`config.mk`:
```
export PLATFORM = sky130hd
export DESIGN_NAME = imem_port_arbiter
export DESIGN_NICKNAME = d
export VERILOG_FILES = /design/src/rtl/imem_port_arbiter.sv
export SDC_FILE = /design/constraint.sdc
export NUM_CORES = 1
export LEC_CHECK = 0
export CORE_MARGIN = 3
export CORE_UTILIZATION = 36
export CTS_CLUSTER_SIZE = 25
export DETAILED_ROUTE_END_ITERATION = 8
export HOLD_SLACK_MARGIN = 0.02
export PLACE_DENSITY = 0.85
export SLEW_MARGIN = 20
export SYNTH_ARGS = -nofsm -noshare
export SYNTH_HDL_FRONTEND = slang
export SYNTH_SLANG_ARGS = --single-unit
```
`constraint.sdc`:
```
create_clock -name clk -period 5.6 [get_ports clk]
set_input_delay 0.56 -clock clk [delete_from_list [all_inputs] [get_ports clk]]
set_output_delay 0.56 -clock clk [all_outputs]
set_load 0.1 [all_outputs]
```
`src/rtl/imem_port_arbiter.sv`:
```
// imem_port_arbiter
// Shares the single-port instruction memory between the fetch stage and the
// program loader. After reset the design sits in BOOT: fetch is stalled and
// only the loader may access memory. A load_done pulse moves it to RUN, where
// fetch has priority. A starvation counter force-grants the loader once it
// has been refused STARVE_LIM cycles in a row.
module imem_port_arbiter #(
  parameter int ADDR_W     = 14,
  parameter int STARVE_LIM = 8,
  parameter bit BOOT_SKIP  = 1'b0
) (
  input  logic              clk,
  input  logic              reset,
  // fetch requester (read-only)
  input  logic              f_req,
  input  logic [31:0]       f_addr,
  output logic              f_gnt,
  output logic              f_rvalid,
  output logic [31:0]       f_rdata,
  output logic              stall_fetch,
  // loader requester (read/write)
  input  logic              l_req,
  input  logic              l_we,
  input  logic [31:0]       l_addr,
  input  logic [31:0]       l_wdata,
  output logic              l_gnt,
  output logic              l_rvalid,
  output logic [31:0]       l_rdata,
  input  logic              load_done,
  // memory port
  output logic              mem_en,
  output logic              mem_we,
  output logic [ADDR_W-1:0] mem_addr,
  output logic [31:0]       mem_wdata,
  input  logic [31:0]       mem_rdata,
  // status
  output logic              mode_run,
  output logic              align_err
);

  localparam int CNT_W = $clog2(STARVE_LIM + 1);
  localparam logic [CNT_W-1:0] CNT_LIM = CNT_W'(STARVE_LIM);

  typedef enum logic {
    ST_BOOT = 1'b0,
    ST_RUN  = 1'b1
  } state_t;

  localparam state_t RESET_STATE = BOOT_SKIP ? ST_RUN : ST_BOOT;

  state_t           state_reg, state_next;
  logic [CNT_W-1:0] starve_reg, starve_next;
  logic             align_err_reg, align_err_next;
  logic [31:0]      sel_addr;
  logic             force_loader;

  // Bits above the memory window are deliberately dropped (address wraps).
  logic unused_addr_bits;
  assign unused_addr_bits = ^{f_addr[31:ADDR_W+2], l_addr[31:ADDR_W+2]};

  // State, starvation counter and sticky alignment flag.
  always_ff @(posedge clk) begin
    if (!reset) begin
      state_reg     <= RESET_STATE;
      starve_reg    <= '0;
      align_err_reg <= 1'b0;
    end else begin
      state_reg     <= state_next;
      starve_reg    <= starve_next;
      align_err_reg <= align_err_next;
    end
  end

  assign force_loader = (state_reg == ST_RUN) && l_req && (starve_reg == CNT_LIM);

  // Grant decision, next state and starvation counter update.
  always_comb begin
    f_gnt       = 1'b0;
    l_gnt       = 1'b0;
    stall_fetch = 1'b1;
    state_next  = state_reg;
    starve_next = '0;
    case (state_reg)
      ST_BOOT: begin
        // Fetch stays stalled; the loader owns the memory while the image is written.
        l_gnt = l_req;
        if (load_done) begin
          state_next = ST_RUN;
        end
      end
      ST_RUN: begin
        if (force_loader) begin
          l_gnt = 1'b1;
          f_gnt = 1'b0;
        end else begin
          f_gnt = f_req;
          l_gnt = l_req & ~f_req;
        end
        stall_fetch = f_req & ~f_gnt;
        if (l_req && !l_gnt) begin
          starve_next = (starve_reg == CNT_LIM) ? CNT_LIM : starve_reg + CNT_W'(1);
        end
      end
      default: begin
        state_next = RESET_STATE;
      end
    endcase
  end

  // Memory drive: a single grant selects the address; writes come only from the loader.
  always_comb begin
    sel_addr  = l_gnt ? l_addr : f_addr;
    mem_en    = f_gnt | l_gnt;
    mem_we    = l_gnt & l_we;
    mem_addr  = sel_addr[ADDR_W+1:2];
    mem_wdata = l_wdata;
  end

  // Misaligned granted accesses set the flag; the access still proceeds truncated.
  always_comb begin
    align_err_next = align_err_reg
                   | (f_gnt & (f_addr[1:0] != 2'b00))
                   | (l_gnt & (l_addr[1:0] != 2'b00));
  end

  // Read-return channels: index 0 is fetch, index 1 is the loader.
  logic [1:0]  rd_issue;
  logic [1:0]  rvalid_all;
  logic [31:0] rdata_all [2];

  assign rd_issue[0] = f_gnt;
  assign rd_issue[1] = l_gnt & ~l_we;

  genvar gi;
  generate
    for (gi = 0; gi < 2; gi++) begin : gen_ret
      logic        rvalid_reg;
      logic [31:0] hold_reg;

      // Data arrives one cycle after the grant; keep the last word for the requester.
      always_ff @(posedge clk) begin
        if (!reset) begin
          rvalid_reg <= 1'b0;
          hold_reg   <= '0;
        end else begin
          rvalid_reg <= rd_issue[gi];
          if (rvalid_reg) begin
            hold_reg <= mem_rdata;
          end
        end
      end

      assign rvalid_all[gi] = rvalid_reg;
      assign rdata_all[gi]  = rvalid_reg ? mem_rdata : hold_reg;
    end
  endgenerate

  assign f_rvalid  = rvalid_all[0];
  assign f_rdata   = rdata_all[0];
  assign l_rvalid  = rvalid_all[1];
  assign l_rdata   = rdata_all[1];
  assign mode_run  = (state_reg == ST_RUN);
  assign align_err = align_err_reg;

endmodule
```
======== Yosys cells after proc, flatten, opt, wreduce, memory -nomap -nowiden ========
Index checks and enable logic that the tools add are counted.
word-level totals
  output and inout bits ................... 119
  bits of input ports ..................... 134
  register bits after elaboration ......... 72
  word-level logic and storage cells ...... 46
operators by class
  reduce and logical (&&, ||, !) cells .... 8
  equality and inequality tests ........... 1
  bitwise gates (word level) .............. 15
  add/subtract/negate cells ............... 1
  muxes and demuxes ....................... 13
operators with widths
  operator               number
  $mux W32               2
  $mux W16               1
  $mux W1                8
  $and A1 B1 Y1          6
  $not A1 Y1             6
  $add A4 B1 Y4 const B  1
  $eq A4 B4 Y1 const B   1
  $mux W4                1
  $reduce_bool A2 Y1     2
  $reduce_or A4 Y1       1
  $logic_and A1 B1 Y1    3
  $or A1 B1 Y1           3
  $reduce_and A3 Y1      1
  $pmux W1 S2            1
  $logic_not A1 Y1       1

======== Longest topological paths before layout ========
  word-level depth ........................ 8
  gate-level depth with buffers ........... 7
  gate-level depth less buffers ........... 5

======== Worst setup path after synthesis ========
No wires, ideal clock.
  path type ............................... register -> output
  start point ............................. register state_reg, in the netlist mode_run
  end point ............................... output f_gnt
  setup slack ............................. 2.192 ns
  stages on the path, launching flop included .. 3
  path buffers ............................ 0
  arrival time ............................ 2.848 ns
  required time ........................... 5.040 ns
  cells stage by stage .................... dfxtp_1 nand2_1 a21oi_1
between the ends
  cells in the longest elaborated chain, start to end .. 5
ends and longest elaborated chain
  element                            RTL line  text
  start, declared                    51        state_t state_reg, state_next;
  start signal, assigned             68        state_reg <= state_next;
  $logic_and A1 B1 Y1 (2 in series)  74        assign force_loader = (state_reg == ST_RUN) && l_req && (starve_reg == CNT_LIM);
  $mux W1                            92        if (force_loader) begin
  $mux W1                            83        case (state_reg)
  $mux W1 (*)                        83
  end, declared                      17        output logic f_gnt,
Every way passes the cells marked *; elsewhere a longest branch is shown, timed or not. The select of a mux whose other input is x is not followed.

======== Worst setup path after layout ========
  start point ............................. input f_req
  end point ............................... output mem_addr[8]
between the ends
  cells in the longest elaborated chain, start to end .. 6
ends and longest elaborated chain
  element          RTL line  text
  start, declared  15        input logic f_req,
  $not A1 Y1       97        l_gnt = l_req & ~f_req;
  $and A1 B1 Y1    97
  $mux W1          92
  $mux W1          83
  $pmux W1 S2      83
  $mux W16         112       sel_addr = l_gnt ? l_addr : f_addr;
  end, declared    33        output logic [ADDR_W-1:0] mem_addr,
Every way passes these cells. The select of a mux whose other input is x is not followed.

==> impl_metrics.env <==
export IMPL_final_layout_size_suffix_gt1_frac=0.231
export IMPL_worstPathArrival_ns=3.19
export IMPL_netlist_area_leader_share=0.437
export IMPL_viasPerCell=4.66
export IMPL_grt_setup_unrepaired="no"
export IMPL_ys_top_cells_by_area="dfxtp_1 44%, mux2_2 24%, and2_1 12%"
export IMPL_grt_pass1_vias=2542
export IMPL_fmax_ghz=0.267
export IMPL_ctsHoldBuffers=0
export IMPL_initial_core_util=0.375
export IMPL_p_leak_nw=1.98
export IMPL_cts_setup_buffers=0
export IMPL_numPortBuffers=156
export IMPL_syn_area_per_cell_sq_um=11.1
export IMPL_fin_nets=552
export IMPL_largest_register_ffs=64
export IMPL_vias=2460
export IMPL_fin_skew_ns=0.00937
export IMPL_ir_drop_uv=158
export IMPL_tightest_slew_ns=1.01
export IMPL_antenna_cells=0
export IMPL_synth_compound_area_frac=0.0239
export IMPL_die_w_um=102
export IMPL_cts_sinks=72
export IMPL_dr_pass1_iters=4
export IMPL_ctsLongestPathBuffers=2
export IMPL_slew_viol_final=0
export IMPL_cts_tree="done"
export IMPL_synth_top_family_by_area="multiplexers"
export IMPL_critPathLaunchType="input port"
export IMPL_dieArea_sq_um=10400
export IMPL_synth_top_area_cell="dfxtp_1"
export IMPL_muxShareOfSynthArea=0.273
export IMPL_drv_cap=0
export IMPL_syn_nets=433
export IMPL_ios=253
export IMPL_clk_pin_slew_ns=0.07
export IMPL_syn_cell_area_sq_um=3300
export IMPL_ctsResizeCount=0
export IMPL_pre_cts_slack_ns=1.84
export IMPL_dp_hpwl_um=6290
export IMPL_dieHeight_um=102
export IMPL_drt_iter0_drc=28
export IMPL_yosysUniqueCellTypes=30
export IMPL_worstPathRequired_ns=5.04
export IMPL_postRouteWirelength_um=8260
export IMPL_synth_seq_area_share=0.437
export IMPL_synthXorXnorAreaFrac=0
export IMPL_critPathMaxFanout=18
export IMPL_relSlewSlack=0.327
export IMPL_final_antenna_net_count=0
export IMPL_outcome="finished, final reports clean"
export IMPL_yosys_area_share_simple=0.153
export IMPL_synth_ff_type="dfxtp_1"
export IMPL_grt_max_degree=72
export IMPL_ys_seq_elements=72
export IMPL_ys_warn_count=0
export IMPL_antenna_found_initial=0
export IMPL_endpoint_kind="output port"
export IMPL_power_density_nw_per_um2=305
export IMPL_htreeDepth=3
export IMPL_setup_violations=0
export IMPL_cts_root_buf="clkbuf_8"
export IMPL_clk_latency_ns=0.33
export IMPL_synth_edf_count=0
export IMPL_timing_final_ws_setup_ns=1.85
export IMPL_netlist_instances=297
export IMPL_hold_ws_ns=0.506
export IMPL_period_share=0.669
export IMPL_routedWlPerCell_um=15.6
export IMPL_finalCriticalPeriod_ns=3.75
export IMPL_numCtsBuffers=9
export IMPL_grt_pass1_wl_um=12600
export IMPL_grt_overflow=0
export IMPL_gr_usage_all_layers=0.158
export IMPL_hold_class="flop to flop"
export IMPL_drcViolationCount=0
export IMPL_place_congestion=0.689
export IMPL_fin_tns_setup_ns=0
export IMPL_worstSetupPathType="input port to output port"
export IMPL_areaGrowthSynthToFinish_pct=48.7
export IMPL_hold_violations=0
export IMPL_synthArstFlopShare=0
export IMPL_rows=34
export IMPL_core_sq_um=8810
export IMPL_synth_fa_ha_area_frac=0.00758
## cell families (layout without fill, tap and decap cells)
group,after synthesis,after routing
and+or+nand+nor,81,81
muxes,78,78
DFF,72,72
buffers and inverters,53,176
AOI/OAI and AO/OA,11,11
adders and majority gates,2,2
## through the flow
step / total power, mW / cell area [sq um] / std cells / util
floorplan: 0.991 / 3300 / 297 / -
global placement: 1.01 / 4670 / 513 / 0.530
detailed placement: 1.01 / 4670 / 513 / 0.530
CTS: 1.51 / 4910 / 528 / 0.557
global route: 1.55 / 4910 / 528 / 0.557
finish: 1.49 / 4910 / 528 / 0.557
## synth_stat cells, types with 2 or more instances
| cell | count |
|---|---|
| ha_1 | 2 |
| and3b_1 | 2 |
| nor3b_1 | 2 |
| dfxtp_1 | 72 |
| buf_2 | 6 |
| mux2_4 | 6 |
| nand2_1 | 4 |
| buf_4 | 32 |
| mux2_2 | 70 |
| inv_1 | 4 |
| clkbuf_1 | 9 |
| o21ai_0 | 3 |
| mux2_1 | 2 |
| a21oi_1 | 3 |
| and2_1 | 65 |
## final cells by class
type,instances,area [sq um]
Multi-Input combinational cell,172,1510
Timing Repair Buffer,157,1560
Clock buffer,10,138
Fill cell,762,3900
Inverter,4,15.0
Clock inverter,5,104
Sequential cell,72,1440
Tap cell,108,135
## where the power goes
group	switching [mW]	internal, mW	total, mW
Combinational	0.321	0.140	0.461
Clock	0.191	0.307	0.498
Sequential	0.00824	0.527	0.536
## cell usage in the layout (no fill, tap or decap), types with 2 or more instances in the layout
| cell | instances |
|---|---|
| a21oi_1 | 3 |
| and2_1 | 65 |
| and3b_1 | 2 |
| bufinv_16 | 3 |
| clkbuf_8 | 10 |
| clkdlybuf4s50_1 | 155 |
| dfxtp_1 | 71 |
| ha_1 | 2 |
| inv_1 | 4 |
| mux2_1 | 2 |
| mux2_2 | 70 |
| mux2_4 | 6 |
| nand2_1 | 4 |
| nor3b_1 | 2 |
| o21ai_0 | 3 |
## worst max-delay path, stage by stage
cell	delay (ns)
clkdlybuf4s50_1	0.51
nand2_1	0.16
o21ai_4	0.55
mux2_4	0.27
clkdlybuf4s50_1	1.13
## final timing paths
check                      from            end  slack [ns]  cells past startpoint
hold reg to reg   starve_reg[0]  starve_reg[0]        0.51                      1
hold / removal    starve_reg[0]  starve_reg[0]        0.51                      1
setup reg to reg  starve_reg[0]      align_err        3.84                      5
setup / recovery          f_req    mem_addr[8]        1.85                      5
## layer usage
layer  track usage  vias up  share of wire
met4        0.0624        0          0.012
met1         0.164     1128           0.38
li1              -     1193              -
met3        0.0489       12          0.083
met2         0.295      127           0.53
met5             0        -              0
Power figures use the tool's default switching activity.
